==> src/rtl/riscv_mem_pkg.sv <==
// Shared types and constants for the unified memory port arbiter.
package riscv_mem_pkg;

   typedef enum logic [1:0] {
      IDLE,
      WAIT_F,
      WAIT_D
   } arb_state_t;

   localparam logic [31:0] NOP_INSTR           = 32'h00000013;
   localparam int          ARB_TIMEOUT_DEFAULT = 255;

endpackage

==> src/rtl/mem_timeout_ctr.sv <==
// Wait-cycle counter bounding an outstanding memory transaction.
module mem_timeout_ctr
   import riscv_mem_pkg::*;
#(
   parameter int TIMEOUT_CYC = ARB_TIMEOUT_DEFAULT
) (
   input  logic clk,
   input  logic reset,
   input  logic clear,
   input  logic enable,
   output logic expired
);

   localparam int              CNT_W = $clog2(TIMEOUT_CYC + 1);
   localparam logic [CNT_W-1:0] LAST = CNT_W'(TIMEOUT_CYC - 1);

   logic [CNT_W-1:0] count_reg;

   always_ff @(posedge clk) begin
      if (reset || clear) begin
         count_reg <= '0;
      end else if (enable && (count_reg != LAST)) begin
         count_reg <= count_reg + CNT_W'(1);
      end
   end

   // Fires in the wait cycle whose increment would bring the count to TIMEOUT_CYC,
   // which is exactly TIMEOUT_CYC cycles after the grant.
   assign expired = enable && (count_reg == LAST);

endmodule

==> src/rtl/mem_port_arbiter.sv <==
// Shares one memory port between instruction fetch and MEM-stage data access,
// with one transaction outstanding, flush-kill of fetch responses and a timeout.
module mem_port_arbiter
   import riscv_mem_pkg::*;
#(
   parameter int ADDR_W      = 32,
   parameter int DATA_W      = 32,
   parameter int TIMEOUT_CYC = ARB_TIMEOUT_DEFAULT
) (
   input  logic                clk,
   input  logic                reset,
   input  logic                f_req,
   input  logic [ADDR_W-1:0]   f_addr,
   input  logic                f_kill,
   output logic                f_rvalid,
   output logic [DATA_W-1:0]   f_rdata,
   output logic                f_err,
   input  logic                d_req,
   input  logic                d_we,
   input  logic [ADDR_W-1:0]   d_addr,
   input  logic [DATA_W-1:0]   d_wdata,
   input  logic [DATA_W/8-1:0] d_wstrb,
   output logic                d_rvalid,
   output logic [DATA_W-1:0]   d_rdata,
   output logic                d_err,
   output logic                fetch_stall,
   output logic                data_stall,
   output logic                mem_req,
   output logic                mem_we,
   output logic [ADDR_W-1:0]   mem_addr,
   output logic [DATA_W-1:0]   mem_wdata,
   output logic [DATA_W/8-1:0] mem_wstrb,
   input  logic                mem_gnt,
   input  logic                mem_rvalid,
   input  logic [DATA_W-1:0]   mem_rdata
);

   arb_state_t state_reg, state_next;
   logic       kill_reg, kill_next;
   logic       grant;
   logic       ctr_en;
   logic       expired;

   assign grant  = (state_reg == IDLE) && (d_req || f_req) && mem_gnt;
   assign ctr_en = (state_reg != IDLE) && !mem_rvalid;

   mem_timeout_ctr #(
      .TIMEOUT_CYC (TIMEOUT_CYC)
   ) u_timeout (
      .clk     (clk),
      .reset   (reset),
      .clear   (grant),
      .enable  (ctr_en),
      .expired (expired)
   );

   always_ff @(posedge clk) begin
      if (reset) begin
         state_reg <= IDLE;
         kill_reg  <= 1'b0;
      end else begin
         state_reg <= state_next;
         kill_reg  <= kill_next;
      end
   end

   always_comb begin
      state_next = state_reg;
      kill_next  = kill_reg;
      mem_req    = 1'b0;
      mem_we     = 1'b0;
      mem_addr   = '0;
      mem_wdata  = '0;
      mem_wstrb  = '0;
      f_rvalid   = 1'b0;
      f_rdata    = '0;
      f_err      = 1'b0;
      d_rvalid   = 1'b0;
      d_rdata    = '0;
      d_err      = 1'b0;

      case (state_reg)
         IDLE: begin
            kill_next = 1'b0;
            // Data wins: it belongs to the older instruction in the pipeline.
            if (d_req) begin
               mem_req   = 1'b1;
               mem_we    = d_we;
               mem_addr  = d_addr;
               mem_wdata = d_wdata;
               mem_wstrb = d_wstrb;
               if (mem_gnt) state_next = WAIT_D;
            end else if (f_req) begin
               mem_req  = 1'b1;
               mem_addr = f_addr;
               if (mem_gnt) begin
                  state_next = WAIT_F;
                  kill_next  = f_kill;
               end
            end
         end

         WAIT_F: begin
            if (mem_rvalid || expired) begin
               state_next = IDLE;
               kill_next  = 1'b0;
               // A flush in the completion cycle itself also drops the response.
               if (!(kill_reg || f_kill)) begin
                  f_rvalid = 1'b1;
                  f_err    = !mem_rvalid;
                  f_rdata  = mem_rvalid ? mem_rdata : DATA_W'(NOP_INSTR);
               end
            end else if (f_kill) begin
               kill_next = 1'b1;
            end
         end

         WAIT_D: begin
            if (mem_rvalid || expired) begin
               state_next = IDLE;
               kill_next  = 1'b0;
               d_rvalid   = 1'b1;
               d_err      = !mem_rvalid;
               d_rdata    = mem_rvalid ? mem_rdata : '0;
            end
         end

         default: begin
            state_next = IDLE;
            kill_next  = 1'b0;
         end
      endcase
   end

   assign fetch_stall = f_req && !f_rvalid;
   assign data_stall  = d_req && !d_rvalid;

endmodule

==> config.mk <==
export PLATFORM = sky130hd
export DESIGN_NAME = mem_port_arbiter
export DESIGN_NICKNAME = d
export VERILOG_FILES = /design/src/rtl/riscv_mem_pkg.sv /design/src/rtl/mem_timeout_ctr.sv /design/src/rtl/mem_port_arbiter.sv
export SDC_FILE = /design/constraint.sdc
export NUM_CORES = 1
export LEC_CHECK = 0
export BUFFER_PORTS_ARGS = -buffer_cell sky130_fd_sc_hd__buf_2
export CORE_AREA = 2 2 108 110
export CTS_CLUSTER_SIZE = 12
export DETAILED_ROUTE_END_ITERATION = 16
export DIE_AREA = 0 0 110 112
export PLACE_DENSITY = 0.55
export SYNTH_ARGS = -nofsm -noshare
export SYNTH_HDL_FRONTEND = slang
export SYNTH_SLANG_ARGS = --single-unit
export TNS_END_PERCENT = 5
==> constraint.sdc <==
create_clock -name clk -period 3.25 [get_ports clk]
set_clock_uncertainty 0.2 [all_clocks]
set_input_delay 0.1625 -clock clk [delete_from_list [all_inputs] [get_ports clk]]
set_output_delay 0.1625 -clock clk [all_outputs]
set_load 0.1 [all_outputs]
==> results.yml <==
cells_and_area:
  num-fill-cells: 1155
  largest_reg_flops: 8
  fin_nets: 659
  final_layout_size_suffix_gt1_frac: 0.573
  fin_area_um2: 3880
  syn2layout_area_growth_pct: 113
clock_tree:
  root_buffer: "clkbuf_16"
  cts_tree: "yes"
  cts_buffers: 3
  clockBufferDepth: 2
  cts_hold_buf: 1
  cts_sinks: 11
  htreeDepth: 1
  insertion_delay_ps: 250
  postCtsSetupRepairBufs: 0
  ctsResizeCount: 0
  clkTransAtPathRegs_ps: 50
place:
  hpwlAfterDp_um: 8180
  pre_cts_slack_ps: 817
  port_buffers: 279
  placed_area_um2: 3790
  place_congestion: 0.834
floorplanning:
  start_util: 0.163
  dieArea_um2: 12300
  fp.coreArea_um2: 11200
  die_y_um: 112
  pin_count: 280
  dieWidth_um: 110
  rows: 39
job:
  max_cap_violations: 0
sta:
  setup_slack_ps: 559
  finalCritPeriodShare: 0.828
  tightest_slew_ps: 528
  period_minus_slack_ps: 2690
  finalMaxSlewViolations: 0
  fin_setup_tns_ps: 0
  fmax_ghz: 0.372
  setup_violations: 0
  finalHoldViolCount: 0
  maxSlewHeadroom: 0.648
  rsz0062_at_grt: "false"
yosys:
  synth_seq_area_share: 0.121
  yosysTopAreaCell: "and3_1"
  netlist_instances: 254
  avgSynthCellArea_um2: 7.15
  synth_common_cells: "and3_1 (70), a22o_1 (32), and2_1 (31), clkbuf_1 (16), dfxtp_1 (11)"
  synth.top_cell.area_share: 0.241
  synth_edf_count: 0
  synthesis.area_um2: 1820
  synth.area.top_cells: "and3_1 (24%), a22o_1 (15%), dfxtp_1 (12%), and2_1 (11%), ha_1 (3.4%)"
  ys_warn_count: 0
  synthArstFlopShare: 0
  yosysUniqueCellTypes: 43
  synth_seq_cells: 11
  synth_nets: 399
  ys.flop_type: "dfxtp_1"
  yosysMostFrequentCell: "and3_1"
global_routing:
  grt_max_degree: 43
  overflow: 0
  grtUsageMet3: 0.0193
  grt_pass1_wl_um: 13700
  track_usage: 0.141
  antenna_found_initial: 1
  grt_busiest_layer: "met2"
  use_met2: 0.275
  met1_usage: 0.156
  grt_pass1_vias: 2600
setup_path:
  critical_path_class: "flip-flop to output port"
  cp_max_fo: 8
  worstPathCellList: "inv_1 -> ha_1 -> and4_1 -> a31oi_2 -> o21a_1 -> buf_2"
  cp_slowest_cell: "a31oi_2"
  cp-end-kind: "output port"
  start_kind: "flip-flop"
  critPathMaxStageDelay_ps: 450
  crit_family: "compound AO/OA/AOI/OAI gates"
  arrival_ps: 2330
  required_ps: 2890
  cp_num_buf_inv: 2
detailed_routing:
  via_per_inst: 4.51
  vias: 2964
  drt_drc_violations_left: 0
  drt_iter0_drc: 100
  wl_um: 9610
  postRouteAntennaNets: 0
  first_pass_iters: 4
  wl_per_cell_um: 14.6
pwr:
  ir_drop_mv: 0.282
  p_leak_nw: 2.31
  p_total_mw: 1.56
  powerDensity_nw_per_um2: 403
hold_path:
  hp-class: "primary input to flip-flop"
run_status:
  status: "completed"
-- power breakdown --
part | total [mW] | switching [mW] | internal (mW)
registers | 0.140 | 0.00190 | 0.138
logic | 1.19 | 0.865 | 0.322
clock network | 0.235 | 0.0711 | 0.164
-- cell usage in the layout (no fill, tap or decap), types with 3 or more instances in the layout --
cell and n:
nand2_1 3, nand3_1 5, or4_1 3, a22o_1 32, and2_1 31, buf_2 246
clkbuf_16 3, and3_1 70, dfxtp_1 11, o31ai_1 4, nand4_1 3, buf_4 5
nor2_1 7, ha_1 5, a21oi_1 7, nor3_1 3, buf_12 33, inv_1 9
-- final cells by class --
type	instances	area (um^2)	area share
Multi-Input combinational cell	204	1420	0.367
Clock buffer	3	75.1	0.0194
Timing Repair Buffer	285	1940	0.500
Antenna cell	1	2.50	0.000645
Tap cell	143	179	0.0461
Inverter	9	33.8	0.00871
Clock inverter	1	5.00	0.00129
Sequential cell	11	220	0.0568
-- logic make-up after synthesis --
logic type / Yosys count / share of synthesized area
and+or+nand+nor: 140 / 0.478
DFF: 11 / 0.121
buffers and inverters: 39 / 0.0985
muxes: 2 / 0.0110
AOI/OAI and AO/OA: 57 / 0.257
adders and majority gates: 5 / 0.0344
-- worst paths after layout --
path | end | from | cells past startpoint | slack [ps]
setup / recovery | fetch_stall | u_timeout.count_reg[0] | 6 | 560
hold / removal | kill_reg | f_kill | 3 | 8
setup reg to reg | u_timeout.count_reg[7] | state_reg[0] | 6 | 1140
hold reg to reg | u_timeout.count_reg[7] | u_timeout.count_reg[7] | 2 | 290
-- worst reg2reg max path: stages (launching register included) --
cell	delay [ps]
dfxtp_1	320
inv_1	70
ha_1	270
buf_4	260
nand4bb_1	330
or4_1	440
a21oi_1	140
-- stage by stage --
stage,hold WS (ps),utilization,std cells
final,7.79,0.347,657
after global routing,23.8,0.347,656
after CTS,12.7,0.347,656
after detailed placement,180,0.339,651
after global placement,179,0.339,651
after floorplan,41.2,-,254
-- routing by layer --
layer / vias up / share of wire
met2: 183 / 0.53
met1: 1306 / 0.37
li1: 1466 / -
met4: 0 / 0.011
met3: 9 / 0.088
met5: - / 0
Power figures use the tool's default switching activity.
